**config.mk**
```make
export PLATFORM = sky130hd
export DESIGN_NAME = event_blinker
export DESIGN_NICKNAME = d
export VERILOG_FILES = /design/src/rtl/event_blinker_pkg.sv /design/src/rtl/event_blinker_sat_counter.sv /design/src/rtl/event_blinker.sv
export SDC_FILE = /design/constraint.sdc
export NUM_CORES = 1
export LEC_CHECK = 0
export ABC_CLOCK_PERIOD_IN_PS = 2200
export BUFFER_PORTS_ARGS = -buffer_cell sky130_fd_sc_hd__buf_4
export CAP_MARGIN = 10
export CORE_MARGIN = 2
export CORE_UTILIZATION = 60
export CTS_CLUSTER_DIAMETER = 40
export DETAILED_ROUTE_END_ITERATION = 12
export PLACE_DENSITY_LB_ADDON = 0.08
export SYNTH_ARGS = -nofsm -noshare
export SYNTH_HDL_FRONTEND = slang
export SYNTH_HIERARCHICAL = 1
export SYNTH_SLANG_ARGS = --single-unit
```
**constraint.sdc**
```tcl
create_clock -name clk -period 2.2 [get_ports clk]
set_clock_uncertainty 0.05 [all_clocks]
set_input_delay 0.33 -clock clk [delete_from_list [all_inputs] [get_ports clk]]
set_output_delay 0.33 -clock clk [all_outputs]
set_load 0.05 [all_outputs]
```
**src/rtl/event_blinker_pkg.sv**
```systemverilog
// Shared state encoding and default timing constants for the event blinker.
// The default thresholds match the debouncer timing defaults (100 ms at 50 MHz).
package event_blinker_pkg;

  typedef enum logic [1:0] {
    ST_IDLE = 2'd0,
    ST_ON   = 2'd1,
    ST_GAP  = 2'd2
  } state_t;

  localparam int DEFAULT_ON_CLOCK_THR  = 5000000;
  localparam int DEFAULT_OFF_CLOCK_THR = 5000000;
  localparam int DEFAULT_MAX_PENDING   = 7;

  function automatic int max_int(input int a, input int b);
    return (a > b) ? a : b;
  endfunction

endpackage

```
**src/rtl/event_blinker_sat_counter.sv**
```systemverilog
// Saturating up/down counter that holds the number of queued blink events.
// Built only when EVENT_BLINKER_QUEUE_EN is defined.
`ifdef EVENT_BLINKER_QUEUE_EN
module sat_updown_counter
  import event_blinker_pkg::*;
#(
  parameter int MAX_VAL = DEFAULT_MAX_PENDING,
  parameter int WIDTH   = $clog2(MAX_VAL + 1)
) (
  input  logic             clk,
  input  logic             rst_n,
  input  logic             inc,
  input  logic             dec,
  output logic [WIDTH-1:0] count,
  output logic             sat_hit
);

  logic at_max;
  logic at_zero;

  assign at_max  = (count == WIDTH'(MAX_VAL));
  assign at_zero = (count == '0);

  // An increment that cannot be taken is what the caller treats as a lost event.
  assign sat_hit = inc && !dec && at_max;

  always_ff @(posedge clk or negedge rst_n) begin
    if (!rst_n) begin
      count <= '0;
    end else if (inc && !dec && !at_max) begin
      count <= count + WIDTH'(1);
    end else if (dec && !inc && !at_zero) begin
      count <= count - WIDTH'(1);
    end
  end

endmodule
`endif

```
**src/rtl/event_blinker.sv**
```systemverilog
// Stretches single-cycle event strobes into fixed-length blinks separated by a guaranteed gap.
// Optional pending-event queue enabled by defining EVENT_BLINKER_QUEUE_EN.
module event_blinker
  import event_blinker_pkg::*;
#(
  parameter int ON_CLOCK_THR  = DEFAULT_ON_CLOCK_THR,
  parameter int OFF_CLOCK_THR = DEFAULT_OFF_CLOCK_THR,
  parameter int MAX_PENDING   = DEFAULT_MAX_PENDING
) (
  input  logic                               clk,
  input  logic                               rst_n,
  input  logic                               in,
  output logic                               out,
  output logic                               busy,
  output logic [$clog2(MAX_PENDING+1)-1:0]   pending,
  output logic                               dropped
);

  localparam int CNT_W  = $clog2(max_int(ON_CLOCK_THR, OFF_CLOCK_THR));
  localparam int PEND_W = $clog2(MAX_PENDING + 1);

  state_t           state;
  logic [CNT_W-1:0] cnt;
  logic             on_done;
  logic             gap_done;
  logic             busy_evt;
  logic             have_pending;
  logic             drop_evt;

  assign busy         = (state != ST_IDLE);
  assign on_done      = (state == ST_ON)  && (cnt == CNT_W'(ON_CLOCK_THR - 1));
  assign gap_done     = (state == ST_GAP) && (cnt == CNT_W'(OFF_CLOCK_THR - 1));
  assign have_pending = (pending != '0);

  // The resolving GAP cycle consumes its event directly, so it never queues or drops.
  assign busy_evt = in && busy && !gap_done;

`ifdef EVENT_BLINKER_QUEUE_EN
  logic q_inc;
  logic q_dec;
  logic q_sat;

  assign q_inc = busy_evt;
  assign q_dec = gap_done && !in;

  sat_updown_counter #(
    .MAX_VAL (MAX_PENDING),
    .WIDTH   (PEND_W)
  ) u_pending (
    .clk     (clk),
    .rst_n   (rst_n),
    .inc     (q_inc),
    .dec     (q_dec),
    .count   (pending),
    .sat_hit (q_sat)
  );

  assign drop_evt = q_sat;
`else
  assign pending  = PEND_W'(0);
  assign drop_evt = busy_evt;
`endif

  // out is the registered image of "next state is ON" so it rises on the sampling edge.
  always_ff @(posedge clk or negedge rst_n) begin
    if (!rst_n) begin
      state   <= ST_IDLE;
      cnt     <= '0;
      out     <= 1'b0;
      dropped <= 1'b0;
    end else begin
      dropped <= drop_evt;
      case (state)
        ST_IDLE: begin
          if (in) begin
            state <= ST_ON;
            cnt   <= '0;
            out   <= 1'b1;
          end
        end
        ST_ON: begin
          if (on_done) begin
            state <= ST_GAP;
            cnt   <= '0;
            out   <= 1'b0;
          end else begin
            cnt <= cnt + CNT_W'(1);
          end
        end
        ST_GAP: begin
          if (gap_done) begin
            cnt <= '0;
            if (in || have_pending) begin
              state <= ST_ON;
              out   <= 1'b1;
            end else begin
              state <= ST_IDLE;
              out   <= 1'b0;
            end
          end else begin
            cnt <= cnt + CNT_W'(1);
          end
        end
        default: begin
          state <= ST_IDLE;
          cnt   <= '0;
          out   <= 1'b0;
        end
      endcase
    end
  end

endmodule

```
==> flow_summary.ini <==
[global_route]
antenna_found_initial = 0
grt_pass1_wl_mm = 6.81
gr-total-overflow = 0
grt_util_all_layers_pct = 26.1
number_of_global_route_vias_before_repair = 1470
grt_max_degree = 32

[synthesis]
yosys.area.top_type_share_pct = 38.8
synth-edff-count = 0
synth_xor_area_share_pct = 0
ys_async_sr_fraction_pct = 100
synth_adder_area_share_pct = 3.59
synth_area_leaders = sky130_fd_sc_hd__dfrtp_1 39%, sky130_fd_sc_hd__nand3_1 7.5%, sky130_fd_sc_hd__nand2_1 6.7%
yosysUniqueCellTypes = 43
seq_area_frac_synth_pct = 38.8
ys.warnings.count = 6
postSynthCellCount = 198
post_synth.cell_area_avg_um2 = 8.80
postSynthRegisterBits = 27
synth_area_leader_cell = sky130_fd_sc_hd__dfrtp_1
synth_area_um2 = 1740
post_synth_and_or_nand_nor_area_fraction_pct = 37.5
synth_ff_type = sky130_fd_sc_hd__dfrtp_1
largest_family_of_logic_cells_by_synthesized_area = simple AND/OR/NAND/NOR gates
synth.area.mux_share_pct = 1.15
compound_gate_portion_of_the_synthesized_area_pct = 13.9

[place]
dp_worst_setup_slack_ns = 0.0306
placedInstanceArea_um2 = 1840
place.detailed.hpwl_mm = 2.88
place_congestion = 0.928
portBuffers = 5

[floorplanning]
dieWidth_um = 57.9
die_y_um = 57.9
fp-row-count = 19
core_area_um2 = 2760
initial_utilization_pct = 63.2
io_pins = 9
die-area_um2 = 3350

[sta]
report.final.setup_viol = 0
timing_hold_violations_final = 0
post-route-min-period_ns = 2.13
fin_ws_ns = 0.0686
maxSlewHeadroom_pct = 65.5
clock.fmax_ghz = 0.469
finalCritPeriodShare_pct = 96.9
worst_pin_slew_ns = 0.517
number_of_slew_limit_violations_in_the_final_report = 0

[layout]
ratio_of_cells_with_drive_above_1_in_the_final_layout_pct = 16.4
layout.nets = 222
post-route-cell-area_um2 = 1950
layout_overhead_on_the_synthesized_area_pct = 12.1
core_util_final_pct = 70.8
antenna_cells_inserted = 0

[critical_path]
critPathArrivalTime_ns = 2.35
worst_setup_path_start_kind = register
r2r-start = cnt[1]
crit_end = cnt[22]
crit_path_end_kind = register
crit_start = cnt[1]
worstPathMaxFanout = 5
cp.required_ns = 2.42
r2r_cells = 6
r2r-end = cnt[22]
critical_path_class = reg2reg
worst-r2r-setup-slack_ns = 0.07

[flow_run]
max_cap_violations = 0

[clocking]
cts-htree-levels = 1
clkLatencyLatePin_ns = 0.33
clk_pin_slew_ns = 0.15
cts_tree = done
cts_buffers = 3
clock_tree.buffer_depth = 2
cts-root-buf = sky130_fd_sc_hd__clkbuf_4
cts.sinks = 27

[detailed_routing]
avgViaCountPerCell = 6.56
via_count = 1601
route.detailed.wl_per_inst_um = 17.0
firstDrtPassIters = 4
post-route-drc-count = 0
postRouteWirelength_mm = 4.14
first_iter_violations = 124
route.antenna.remaining_nets = 0

[min_path]
holdCritPathClass = in2reg

[power_and_ir_drop]
ir_drop_v = 0.000337
p_leak_nw = 0.812
power.density_cell_area_nw_per_um2 = 396

[status]
result_of_the_run = complete, no violations
through the flow:
| stage | cells | TNS, ns | hold WS [ns] | total power [mW] |
|---|---|---|---|---|
| after floorplan | 200 | 0 | -0.0156 | 0.549 |
| after global placement | 235 | 0 | 0.206 | 0.562 |
| after detailed placement | 235 | 0 | 0.211 | 0.564 |
| after CTS | 240 | 0 | 0.175 | 0.777 |
| after global routing | 244 | -0.0182 | 0.207 | 0.805 |
| final | 244 | 0 | 0.188 | 0.774 |
worst min path at each step:
stage	end	cells past startpoint	slack, ns	from
3_5_place_dp	cnt[19]	1	0.21	rst_n
4_1_cts	dropped	3	0.17	in
6_report	dropped	3	0.19	in
2_1_floorplan	cnt[0]	0	-0.02	rst_n
3_3_place_gp	cnt[19]	1	0.21	rst_n
5_1_grt	dropped	3	0.21	in
Yosys cell counts, types with 3 or more instances:
library cell,instances
sky130_fd_sc_hd__o31ai_1,4
sky130_fd_sc_hd__inv_1,6
sky130_fd_sc_hd__o21ai_1,4
sky130_fd_sc_hd__or3_1,4
sky130_fd_sc_hd__a31oi_1,3
sky130_fd_sc_hd__nand4_1,6
sky130_fd_sc_hd__or4_1,3
sky130_fd_sc_hd__nand2_1,31
sky130_fd_sc_hd__o311ai_1,8
sky130_fd_sc_hd__nor4_4,3
sky130_fd_sc_hd__ha_1,5
sky130_fd_sc_hd__clkbuf_1,3
sky130_fd_sc_hd__nand2b_1,5
sky130_fd_sc_hd__nor2_1,7
sky130_fd_sc_hd__o21ai_0,4
sky130_fd_sc_hd__or4b_1,3
sky130_fd_sc_hd__nor3_1,3
sky130_fd_sc_hd__nand3_1,26
sky130_fd_sc_hd__and4_1,3
sky130_fd_sc_hd__o22ai_1,3
sky130_fd_sc_hd__a21oi_1,8
sky130_fd_sc_hd__dfrtp_1,27
sky130_fd_sc_hd__buf_4,4
sequential cells by signal, indices dropped and copies added (netlist names):
name / flops
dropped: 1
cnt: 23
state: 2
out: 1
metal layers:
layer,vias to the layer above,part of all wire [%],track usage (%)
li1,763,-,-
met2,57,46,39.8
met5,-,0,0
met1,768,46,37.7
met4,0,2.7,11.3
met3,13,4.7,2.90
critical path: stages (launching register included):
cell and delay, ns:
sky130_fd_sc_hd__dfrtp_2 0.44, sky130_fd_sc_hd__ha_4 0.18, sky130_fd_sc_hd__nand4_1 0.21, sky130_fd_sc_hd__nor4_4 0.46
sky130_fd_sc_hd__nand3_2 0.13, sky130_fd_sc_hd__or4b_1 0.51, sky130_fd_sc_hd__nand3_1 0.10
area by class of cell:
type	instances	area [µm²]
fill	209	805
clock buffer	3	22.5
tap	31	38.8
multi-input combinational	157	1030
clock inverter	1	5.00
sequential	27	677
inverter	6	22.5
timing repair buffer	19	158
cell families after synthesis:
family          count (synthesis)
simple gates                  110
other cells                     1
mux                             2
compound gates                 37
fa+ha+maj                       5
buf+inv                        16
flops                          27
cell usage in the layout (no fill, tap or decap), types with 2 or more instances in the layout:
cell / n
sky130_fd_sc_hd__nand2_1: 31
sky130_fd_sc_hd__dfrtp_1: 26
sky130_fd_sc_hd__nand3_1: 25
sky130_fd_sc_hd__buf_4: 17
sky130_fd_sc_hd__a21oi_1: 8
sky130_fd_sc_hd__o311ai_1: 8
sky130_fd_sc_hd__nor2_1: 7
sky130_fd_sc_hd__inv_1: 6
sky130_fd_sc_hd__nand4_1: 6
sky130_fd_sc_hd__nand2b_1: 5
sky130_fd_sc_hd__nor4_4: 4
sky130_fd_sc_hd__o21ai_1: 4
sky130_fd_sc_hd__or3_1: 4
sky130_fd_sc_hd__o31ai_1: 4
sky130_fd_sc_hd__o21ai_0: 4
sky130_fd_sc_hd__ha_1: 4
sky130_fd_sc_hd__or4_1: 3
sky130_fd_sc_hd__or4b_1: 3
sky130_fd_sc_hd__o22ai_1: 3
sky130_fd_sc_hd__nor3_1: 3
sky130_fd_sc_hd__a31oi_1: 3
sky130_fd_sc_hd__and4_1: 3
sky130_fd_sc_hd__conb_1: 3
sky130_fd_sc_hd__clkbuf_4: 3
sky130_fd_sc_hd__nand3b_1: 2
sky130_fd_sc_hd__and3_1: 2
sky130_fd_sc_hd__mux2i_1: 2
what timing repair did:
item	CTS	global route
hold buffers	1	0
pin swaps	0	3
resized for setup	1	7
setup buffers	0	4
endpoints found under the hold margin	27	0
setup endpoints to repair	1	14
report_power, final:
group,internal [mW],total [mW],switching [mW]
combinational,0.0127,0.0480,0.0353
sequential,0.502,0.509,0.00659
clock,0.0683,0.217,0.149
Note: power is estimated with default switching activity, not from simulation.
